<file path="src/rtl/bram_ctrl_pkg.sv">
// Shared types and constants for the BRAM port-B vector load controller.
package bram_ctrl_pkg;

    typedef enum logic [1:0] {
        IDLE  = 2'd0,
        READ  = 2'd1,
        DRAIN = 2'd2,
        DONE  = 2'd3
    } state_t;

    localparam int BRAM_ADDR_W      = 11;
    localparam int BRAM_DATA_W      = 32;
    localparam int BRAM_DEPTH       = 2048;
    localparam int REFRESH_PERIOD_W = 16;

endpackage

</file>
<file path="src/rtl/bram_vector_load_ctrl_if.sv">
// Handshake, vector and BRAM port-B signals of the vector load controller.
// slave: the controller side. master: the requester / BRAM side.
interface bram_vector_load_ctrl_if #(
    parameter int VLEN   = 1,
    parameter int ADDR_W = 11,
    parameter int DATA_W = 32
);
    logic                     start;
    logic [ADDR_W-1:0]        base_addr;
    logic                     busy;
    logic                     done;
    logic                     vec_valid;
    logic [DATA_W*VLEN-1:0]   vec;
    logic                     bram_en;
    logic [ADDR_W-1:0]        bram_addr;
    logic [DATA_W-1:0]        bram_dout;

    modport slave (
        input  start,
        input  base_addr,
        output busy,
        output done,
        output vec_valid,
        output vec,
        output bram_en,
        output bram_addr,
        input  bram_dout
    );

    modport master (
        output start,
        output base_addr,
        input  busy,
        input  done,
        input  vec_valid,
        input  vec,
        input  bram_en,
        input  bram_addr,
        output bram_dout
    );
endinterface

</file>
<file path="src/rtl/bram_refresh_timer.sv">
// Free-running refresh counter with a pending-refresh flag. Only instantiated
// when BRAM_LOAD_PERIODIC_EN is defined.
module bram_refresh_timer
    import bram_ctrl_pkg::*;
(
    input  logic clk,
    input  logic rst,
    input  logic consume,
    output logic pending
);
    logic [REFRESH_PERIOD_W-1:0] cnt;

    // Free-running period counter, wraps naturally.
    always_ff @(posedge clk or posedge rst) begin
        if (rst) begin
            cnt <= '0;
        end else begin
            cnt <= cnt + REFRESH_PERIOD_W'(1);
        end
    end

    // Pending flag: set on terminal count, cleared when a load is accepted.
    always_ff @(posedge clk or posedge rst) begin
        if (rst) begin
            pending <= 1'b0;
        end else if (cnt == '1) begin
            pending <= 1'b1;
        end else if (consume) begin
            pending <= 1'b0;
        end
    end
endmodule

</file>
<file path="src/rtl/bram_vector_load_ctrl.sv">
// Port-B sequencer: on an accepted start, reads VLEN consecutive words from
// base_addr (modulo depth) into a packed vector and flags it valid.
// Optional macro BRAM_LOAD_PERIODIC_EN adds a periodic self-triggered load.
module bram_vector_load_ctrl
    import bram_ctrl_pkg::*;
#(
    parameter int VLEN   = 1,
    parameter int ADDR_W = BRAM_ADDR_W,
    parameter int DATA_W = BRAM_DATA_W
)(
    input  logic                   clk,
    input  logic                   rst,
    bram_vector_load_ctrl_if.slave bus
);
    localparam int               CNT_W    = $clog2(VLEN) + 1;
    localparam logic [CNT_W-1:0] LAST_IDX = CNT_W'(VLEN - 1);

    state_t                 state;
    state_t                 state_nxt;
    logic [CNT_W-1:0]       issue_cnt;
    logic [CNT_W-1:0]       cap_cnt;
    logic [ADDR_W-1:0]      base_q;
    logic [DATA_W*VLEN-1:0] vec_q;
    logic                   vec_valid_q;
    logic                   start_req;
    logic                   load_accept;
    logic                   issue_en;
    logic                   cap_en;
    logic                   busy_c;
    logic                   done_c;

`ifdef BRAM_LOAD_PERIODIC_EN
    logic refresh_pending;

    bram_refresh_timer u_refresh (
        .clk     (clk),
        .rst     (rst),
        .consume (load_accept),
        .pending (refresh_pending)
    );

    // An external start and a pending refresh collapse into one load.
    assign start_req = bus.start | refresh_pending;
`else
    assign start_req = bus.start;
`endif

    // State register.
    always_ff @(posedge clk or posedge rst) begin
        if (rst) begin
            state <= IDLE;
        end else begin
            state <= state_nxt;
        end
    end

    // Next-state and per-state control strobes.
    always_comb begin
        state_nxt   = state;
        load_accept = 1'b0;
        issue_en    = 1'b0;
        cap_en      = 1'b0;
        busy_c      = 1'b0;
        done_c      = 1'b0;
        case (state)
            IDLE: begin
                if (start_req) begin
                    load_accept = 1'b1;
                    state_nxt   = READ;
                end
            end
            READ: begin
                busy_c   = 1'b1;
                issue_en = 1'b1;
                // Read data lags the address by one cycle: nothing to capture
                // while issuing the first word.
                cap_en   = (issue_cnt != '0);
                if (issue_cnt == LAST_IDX) begin
                    state_nxt = DRAIN;
                end
            end
            DRAIN: begin
                busy_c    = 1'b1;
                cap_en    = 1'b1;
                state_nxt = DONE;
            end
            DONE: begin
                done_c    = 1'b1;
                state_nxt = IDLE;
            end
            default: state_nxt = IDLE;
        endcase
    end

    // Base latch, issue/capture counters and the valid flag.
    always_ff @(posedge clk or posedge rst) begin
        if (rst) begin
            base_q      <= '0;
            issue_cnt   <= '0;
            cap_cnt     <= '0;
            vec_valid_q <= 1'b0;
        end else if (load_accept) begin
            base_q      <= bus.base_addr;
            issue_cnt   <= '0;
            cap_cnt     <= '0;
            vec_valid_q <= 1'b0;
        end else begin
            if (issue_en) begin
                issue_cnt <= (issue_cnt == LAST_IDX) ? '0 : issue_cnt + CNT_W'(1);
            end
            if (cap_en) begin
                cap_cnt <= cap_cnt + CNT_W'(1);
            end
            if (state == DRAIN) begin
                vec_valid_q <= 1'b1;
            end
        end
    end

    // Vector capture: write the returning word into element cap_cnt.
    always_ff @(posedge clk or posedge rst) begin
        if (rst) begin
            vec_q <= '0;
        end else if (cap_en) begin
            for (int unsigned k = 0; k < VLEN; k++) begin
                if (cap_cnt == CNT_W'(k)) begin
                    vec_q[DATA_W*k +: DATA_W] <= bus.bram_dout;
                end
            end
        end
    end

    assign bus.busy      = busy_c;
    assign bus.done      = done_c;
    assign bus.bram_en   = issue_en;
    assign bus.bram_addr = issue_en ? (base_q + ADDR_W'(issue_cnt)) : '0;
    assign bus.vec       = vec_q;
    assign bus.vec_valid = vec_valid_q;
endmodule

</file>
<file path="src/flat_wrapper.sv">
// flat-port wrapper written by rule: the top's interface ports become plain ports
module bram_vector_load_ctrl_flat import bram_ctrl_pkg::*;
#(
    parameter int VLEN   = 1,
    parameter int ADDR_W = BRAM_ADDR_W,
    parameter int DATA_W = BRAM_DATA_W
)
  (clk, rst, bus_start, bus_base_addr, bus_busy, bus_done, bus_vec_valid, bus_vec, bus_bram_en, bus_bram_addr, bus_bram_dout);
  bram_vector_load_ctrl_if #(.VLEN(VLEN), .ADDR_W(ADDR_W), .DATA_W(DATA_W)) bus_i ();
  input  logic clk;
  input  logic rst;
  input wire logic [$bits(bus_i.start)-1:0] bus_start;
  input wire logic [$bits(bus_i.base_addr)-1:0] bus_base_addr;
  output wire logic [$bits(bus_i.busy)-1:0] bus_busy;
  output wire logic [$bits(bus_i.done)-1:0] bus_done;
  output wire logic [$bits(bus_i.vec_valid)-1:0] bus_vec_valid;
  output wire logic [$bits(bus_i.vec)-1:0] bus_vec;
  output wire logic [$bits(bus_i.bram_en)-1:0] bus_bram_en;
  output wire logic [$bits(bus_i.bram_addr)-1:0] bus_bram_addr;
  input wire logic [$bits(bus_i.bram_dout)-1:0] bus_bram_dout;
  assign bus_i.start = bus_start;
  assign bus_i.base_addr = bus_base_addr;
  assign bus_busy = bus_i.busy;
  assign bus_done = bus_i.done;
  assign bus_vec_valid = bus_i.vec_valid;
  assign bus_vec = bus_i.vec;
  assign bus_bram_en = bus_i.bram_en;
  assign bus_bram_addr = bus_i.bram_addr;
  assign bus_i.bram_dout = bus_bram_dout;
  bram_vector_load_ctrl #(.VLEN(VLEN), .ADDR_W(ADDR_W), .DATA_W(DATA_W)) u_core (.clk(clk), .rst(rst), .bus(bus_i));
endmodule
</file>
<file path="config.mk">
export PLATFORM = sky130hd
export DESIGN_NAME = bram_vector_load_ctrl_flat
export DESIGN_NICKNAME = d
export VERILOG_FILES = /design/src/rtl/bram_ctrl_pkg.sv /design/src/rtl/bram_vector_load_ctrl_if.sv /design/src/rtl/bram_refresh_timer.sv /design/src/rtl/bram_vector_load_ctrl.sv /design/src/flat_wrapper.sv
export SDC_FILE = /design/constraint.sdc
export NUM_CORES = 1
export LEC_CHECK = 0
export ABC_AREA = 1
export CELL_PAD_IN_SITES_DETAIL_PLACEMENT = 0
export CELL_PAD_IN_SITES_GLOBAL_PLACEMENT = 2
export CORE_UTILIZATION = 20
export CTS_CLUSTER_DIAMETER = 120
export CTS_CLUSTER_SIZE = 10
export DETAILED_ROUTE_END_ITERATION = 10
export PLACE_DENSITY_LB_ADDON = 0.1
export SLEW_MARGIN = 5
export SYNTH_ARGS = -nofsm -noshare
export SYNTH_HDL_FRONTEND = slang
export SYNTH_HIERARCHICAL = 1
export SYNTH_SLANG_ARGS = --single-unit
</file>
<file path="constraint.sdc">
create_clock -name clk -period 1.37 [get_ports clk]
set_input_delay 0.3425 -clock clk [delete_from_list [all_inputs] [get_ports clk]]
set_output_delay 0.3425 -clock clk [all_outputs]
set_load 0.1 [all_outputs]
</file>
==> results of run 1 <==
## final timing paths
| path | startpoint | end | slack (ns) |
|---|---|---|---|
| setup / recovery | u_core/state[0] | bus_bram_addr[8] | -0.39 |
| hold / removal | rst | u_core/cap_cnt | 0.48 |
| setup reg to reg | u_core/state[0] | u_core/bus.vec[9] | 0.04 |
| hold reg to reg | u_core/base_q[3] | u_core/base_q[3] | 0.49 |
| max in group asynchronous | rst | u_core/state[0] | 0.73 |
| min in group clk | u_core/base_q[3] | u_core/base_q[3] | 0.49 |
## tightest hold or removal path, delay by kind of cell
kind | cells | cell delay [ns]
buf+inv | 3 | 0.78
## metal layers
metal	vias to the layer above	track usage [%]
met4	0	3.37
met2	61	18.6
met5	-	0
met1	878	14.3
met3	8	3.65
li1	958	-
## cell usage after synthesis
library cell,n
inv_1,18
buf_4,7
nand2_1,104
ha_1,7
buf_2,6
dfrtp_1,47
nand3_1,47
nand2_2,2
buf_6,1
o21a_1,1
inv_2,1
## stage by stage
| step | std cells | util (%) | area, sq um |
|---|---|---|---|
| CTS | 474 | 39.2 | 3890 |
| global route | 480 | 40.5 | 4020 |
| floorplan | 241 | - | 2180 |
| global placement | 468 | 38.2 | 3790 |
| finish | 480 | 40.5 | 4020 |
| detailed placement | 468 | 38.2 | 3790 |
## logic make-up (layout without fill, tap and decap cells)
family                     after synthesis  in the layout  synth area share, %
AOI/OAI and AO/OA                        1              1                0.362
adders and majority gates                7              7                 4.22
and+or+nand+nor                        153            153                 30.8
buffers and inverters                   33            139                 7.96
DFF                                     47             47                 56.7
## flip-flops by register name, indices dropped and copies added (netlist names)
signal / flops
u_core/bus.vec: 32
u_core/base_q: 11
u_core/state: 2
u_core/bus.vec_valid: 1
u_core/cap_cnt: 1
## final cells by class
type                       instances  area [sq um]  share of cell area (%)
tap                              133           166                    4.14
timing repair buffer             114          1610                    40.2
inverter                          19           116                    2.90
sequential                        47          1180                    29.3
clock buffer                       6          72.6                    1.81
multi-input combinational        161           871                    21.7
## what timing repair did
| action | in CTS | in global routing |
|---|---|---|
| buffers inserted | 0 | 7 |
| hold buffers | 0 | 0 |
| pin swaps | 0 | 5 |
| gates resized for setup | 4 | 18 |
| gates cloned | 0 | 0 |
| endpoints found under the setup margin | 25 | 50 |
| hold endpoints to repair | 0 | 0 |
==> key figures, run 1 <==
Run status
  • Status: finished with violations
  • Failing checks: setup timing

Route
  • Antenna Nets Post-Route: 0
  • Met3 routed WL: 410 um
  • Top layer in use: met4
  • WL/cell: 12.7 um
  • DR pass1 iterations: 4
  • Initial DRC count: 32
  • Via density: 3.97
  • Vias: 1905
  • DRT met1 WL: 2710 um
  • DRT Wirelength: 6080 um
  • DRC viols: 0
  • Met2 routed WL: 2880 um

STA
  • Slew @ Worst Pin: 0.248 ns
  • RSZ-0062 raised after global routing: true
  • Hold Violations, Final: 0
  • # setup viols final: 14
  • Final Skew: 0.00492 ns
  • Minimum clock period: 1.76 ns
  • Post-route setup TNS: -4.93 ns
  • Final hold slack: 0.476 ns
  • Normalized max-slew margin: 83.4%
  • Fin. max-slew vios: 0
  • Final period utilization: 129%
  • F_max: 568 MHz
  • Final setup margin: -0.392 ns

Logic synthesis
  • Syn nets: 294
  • Synth Warn #: 6
  • Post-synthesis sequential area ratio: 56.7%
  • Ranking of synthesized cells by area: dfrtp_1, nand2_1, nand3_1
  • Post-synth top area share: 56.7%
  • Area leader, netlist: dfrtp_1
  • Mapped Area: 0.00207 sq mm
  • Yosys cell types: 11
  • Mapped Cells: 241
  • Post-Syn Area per Cell: 8.61 sq um
  • Seq cells post-synth: 47

Setup path
  • CP max-delay cell: dfrtp_2
  • Setup crit end kind: primary output
  • Kind of critical path: reg -> out
  • Worst-case reg-to-reg path depth: 6
  • Critical path's largest stage delay: 0.44 ns
  • Worst path buffer plus inverter count: 3
  • Worst EP arrival: 1.42 ns
  • Critical path depth: 5
  • Worst Path Required: 1.03 ns
  • Kind of cell adding the most delay to the critical path: flip-flops
  • Crit path max fanout: 7
  • Worst setup SP type: flop
  • Most common cell on crit path: buf_12
  • Critical-path cell list: ha_4 -> buf_12 -> nand2_4 -> clkinvlp_4 -> buf_12

Die
  • FP Rows: 36
  • Die area: 0.0108 sq mm
  • I/O Pins: 93
  • Die Wd: 104 um
  • CORE AREA: 0.00991 sq mm
  • Starting Density: 20.9%
  • Die Span Y: 104 um

Clocking
  • H-tree levels: 2
  • CTS tree: built
  • Num CTS Buffers: 5
  • Clock-pin slew on the worst setup and hold paths: 0.08 ns
  • CTS root buf: clkbuf_8
  • Clk sinks: 47
  • Worst-Skew Late Latency: 0.29 ns
  • Maximum clock path buffer count: 2

Final layout
  • Antenna Cells: 0
  • Layout cell share with drive strength beyond 1: 30.5%
  • Fillers: 990
  • Fin nets: 401
  • Synth-to-Final Area Change: 93.7%
  • Commonest non-fill, non-tap cell in the layout: nand2_1
  • Most frequent cells in the layout: nand2_1, buf_12, nand3_1

Global routing
  • GRT Overall Usage: 11.4%
  • Largest net degree at the start of global routing: 25
  • First-pass GRT wire length: 9830 um
  • Initial antenna violation count: 0
  • Grt ovf: 0
  • Vias in the first global route: 1970

Job
  • Max_cap viols: 0

Placement
  • Placer's final routability congestion estimate: 0.684
  • # port buffers: 92
  • Post-DP HPWL: 4270 um
  • Place WS: -0.0843 ns

Worst hold path
  • Hold crit path type: in -> async
Power of run 1 is left out: the tool's default activity adds up to more than one toggle a clock period on the data nets, which glitch-free logic cannot reach.
==> run 2, diff against run 1 <==
--- a/config.mk
+++ b/config.mk
@@ -8,6 +8,7 @@
 export ABC_AREA = 1
 export CELL_PAD_IN_SITES_DETAIL_PLACEMENT = 0
 export CELL_PAD_IN_SITES_GLOBAL_PLACEMENT = 2
+export CORE_MARGIN = 2
 export CORE_UTILIZATION = 20
 export CTS_CLUSTER_DIAMETER = 120
 export CTS_CLUSTER_SIZE = 10
==> run 2 against run 1 <==
  * The run still ends with setup timing left
  * Largest cell class unchanged
  * Worst hold slack got worse by 0.028 ns
  * Via count decreased by 1.3%
  * Clock-buffer cell count unchanged
==> key figures, run 2 (synthesis gave the netlist of run 1 again) <==
Run status
  • Status: finished with violations
  • Failing checks: setup timing

Route
  • Initial DRC count: 38 (+19%)
  • DRT Wirelength: 6110 um (+0.59%)
  • DR pass1 iterations: 4 (unchanged)
  • WL/cell: 12.7 um (about the same)
  • Via density: 3.89 (-1.9%)
  • Vias: 1881 (-1.3%)
  • Antenna Nets Post-Route: 0 (unchanged)
  • DRC viols: 0 (unchanged)

Die
  • CORE AREA: 0.0102 sq mm (+2.8%)
  • FP Rows: 37 (+2.8%)
  • Die area: 0.0112 sq mm (+3.9%)
  • I/O Pins: 93 (unchanged)
  • Starting Density: 20.4% (-0.57 points)
  • Die Wd: 106 um (+1.9%)
  • Die Span Y: 106 um (+1.9%)

Placement
  • # port buffers: 92 (unchanged)
  • Post-DP HPWL: 4220 um (-1.2%)
  • Placer's final routability congestion estimate: 0.684 (about the same)
  • Dpl cells: 470 (+0.43%)

STA
  • F_max: 571 MHz (+0.52%)
  • Slew @ Worst Pin: 0.285 ns (+0.0374 ns)
  • RSZ-0062 raised after global routing: true
  • Minimum clock period: 1.75 ns (-0.00907 ns)
  • Final setup margin: -0.383 ns (+0.00907 ns)
  • Normalized max-slew margin: 80.9% (-2.5 points)
  • Final Skew: 0.00587 ns (+0.000947 ns)
  • Final period utilization: 128% (-0.66 points)
  • Fin. max-slew vios: 0 (unchanged)
  • Hold Violations, Final: 0 (unchanged)
  • # setup viols final: 14 (unchanged)
  • Post-route setup TNS: -4.88 ns (+0.0433 ns)

Setup path
  • FF-to-FF End: u_core/bus.vec[5]
  • Crit path max fanout: 5 (-2)
  • Setup crit end kind: primary output
  • Worst EP arrival: 1.41 ns (about the same)
  • Worst-case reg-to-reg path depth: 6 (unchanged)
  • Kind of critical path: reg -> out
  • Worst setup SP type: flop
  • Worst R2R Start: u_core/state[0]
  • Worst Path Required: 1.03 ns (about the same)
  • Reg-to-reg slack, setup: 0.02 ns (-0.02 ns)

Global routing
  • Grt ovf: 0 (unchanged)
  • Initial antenna violation count: 0 (unchanged)
  • Largest net degree at the start of global routing: 48 (+92%)
  • First-pass GRT wire length: 10200 um (+3.4%)
  • Vias in the first global route: 2035 (+3.3%)
  • GRT Overall Usage: 11.4% (+0.047 points)

Final layout
  • Max reg flops: 32 (unchanged)
  • Fin nets: 399 (-0.50%)
  • Most frequent cells in the layout: nand2_1, buf_12, nand3_1, dfrtp_1, clkdlybuf4s50_1
  • Layout cell share with drive strength beyond 1: 30.5% (unchanged)
  • Synth-to-Final Area Change: 96.6%
  • Commonest non-fill, non-tap cell in the layout: nand2_1
  • Post-layout util: 40.0% (-0.51 points)
  • Fillers: 1036 (+4.6%)
  • Fin cells: 483 (+0.63%)
  • Antenna Cells: 0 (unchanged)

Clocking
  • Clock-pin slew on the worst setup and hold paths: 0.09 ns (about the same)
  • Cts hold-fix bufs: 0 (unchanged)
  • CTS root buf: clkbuf_8
  • H-tree levels: 2 (unchanged)
  • Num CTS Buffers: 5 (unchanged)
  • Worst-Skew Late Latency: 0.30 ns (about the same)
  • Clk sinks: 47 (unchanged)
  • CTS tree: built
  • Maximum clock path buffer count: 2 (unchanged)

Worst hold path
  • Hold crit path type: in -> async

Job
  • Max_cap viols: 0 (unchanged)
[run 2: cell type report]
cell class                      instances  area [sq um]  share of cell area [%]
Tap cell                              136           170                    4.17
Sequential cell                        47          1180                    28.8
Clock buffer                            6          72.6                    1.78
Inverter                               19           116                    2.85
Clock inverter                          2          60.1                    1.47
Timing Repair Buffer                  112          1610                    39.6
Multi-Input combinational cell        161           868                    21.3
[run 2: worst max-delay path, cell delays in order (launching register included)]
cell and delay [ns]:
dfrtp_1 0.40, inv_2 0.10, ha_4 0.17, buf_8 0.15
nand2_4 0.05, clkinvlp_4 0.07, buf_12 0.16
[run 2: metal layers]
layer	vias up	share of wire, %	GRT usage [%]
met3	5	6.5	3.90
li1	954	-	-
met1	871	43	14.2
met2	51	50	19.4
met4	0	0.82	2.26
met5	-	0	0
[run 2: worst max-delay path by stage]
| stage | endpoint | slack (ns) | startpoint |
|---|---|---|---|
| after floorplan | bus_bram_addr[0] | -0.23 | u_core/state[1] |
| after global placement | bus_bram_addr[3] | -0.07 | u_core/state[1] |
| final | bus_bram_addr[9] | -0.38 | u_core/state[1] |
| after detailed placement | u_core/cap_cnt | -0.09 | bus_start |
| after global routing | bus_bram_addr[5] | -0.46 | u_core/state[1] |
| after CTS | bus_bram_addr[1] | -0.40 | u_core/state[1] |
[run 2: what timing repair did]
| item | 4_1_cts | 5_1_grt |
|---|---|---|
| endpoints found under the hold margin | 0 | 0 |
| buffers inserted | 4 | 2 |
| resized for setup | 13 | 10 |
| pin swaps | 7 | 2 |
| endpoints found under the setup margin | 14 | 47 |
[run 2: per-stage QoR]
| step | setup WS (ns) | cell area, sq um | hold WS [ns] |
|---|---|---|---|
| 3_5_place_dp | -0.0930 | 3780 | 0.462 |
| 2_1_floorplan | -0.226 | 2180 | 0.366 |
| 3_3_place_gp | -0.0738 | 3780 | 0.462 |
| 4_1_cts | -0.404 | 4020 | 0.459 |
| 5_1_grt | -0.457 | 4080 | 0.474 |
| 6_report | -0.383 | 4080 | 0.448 |
Power of run 2 is left out for the same reason.
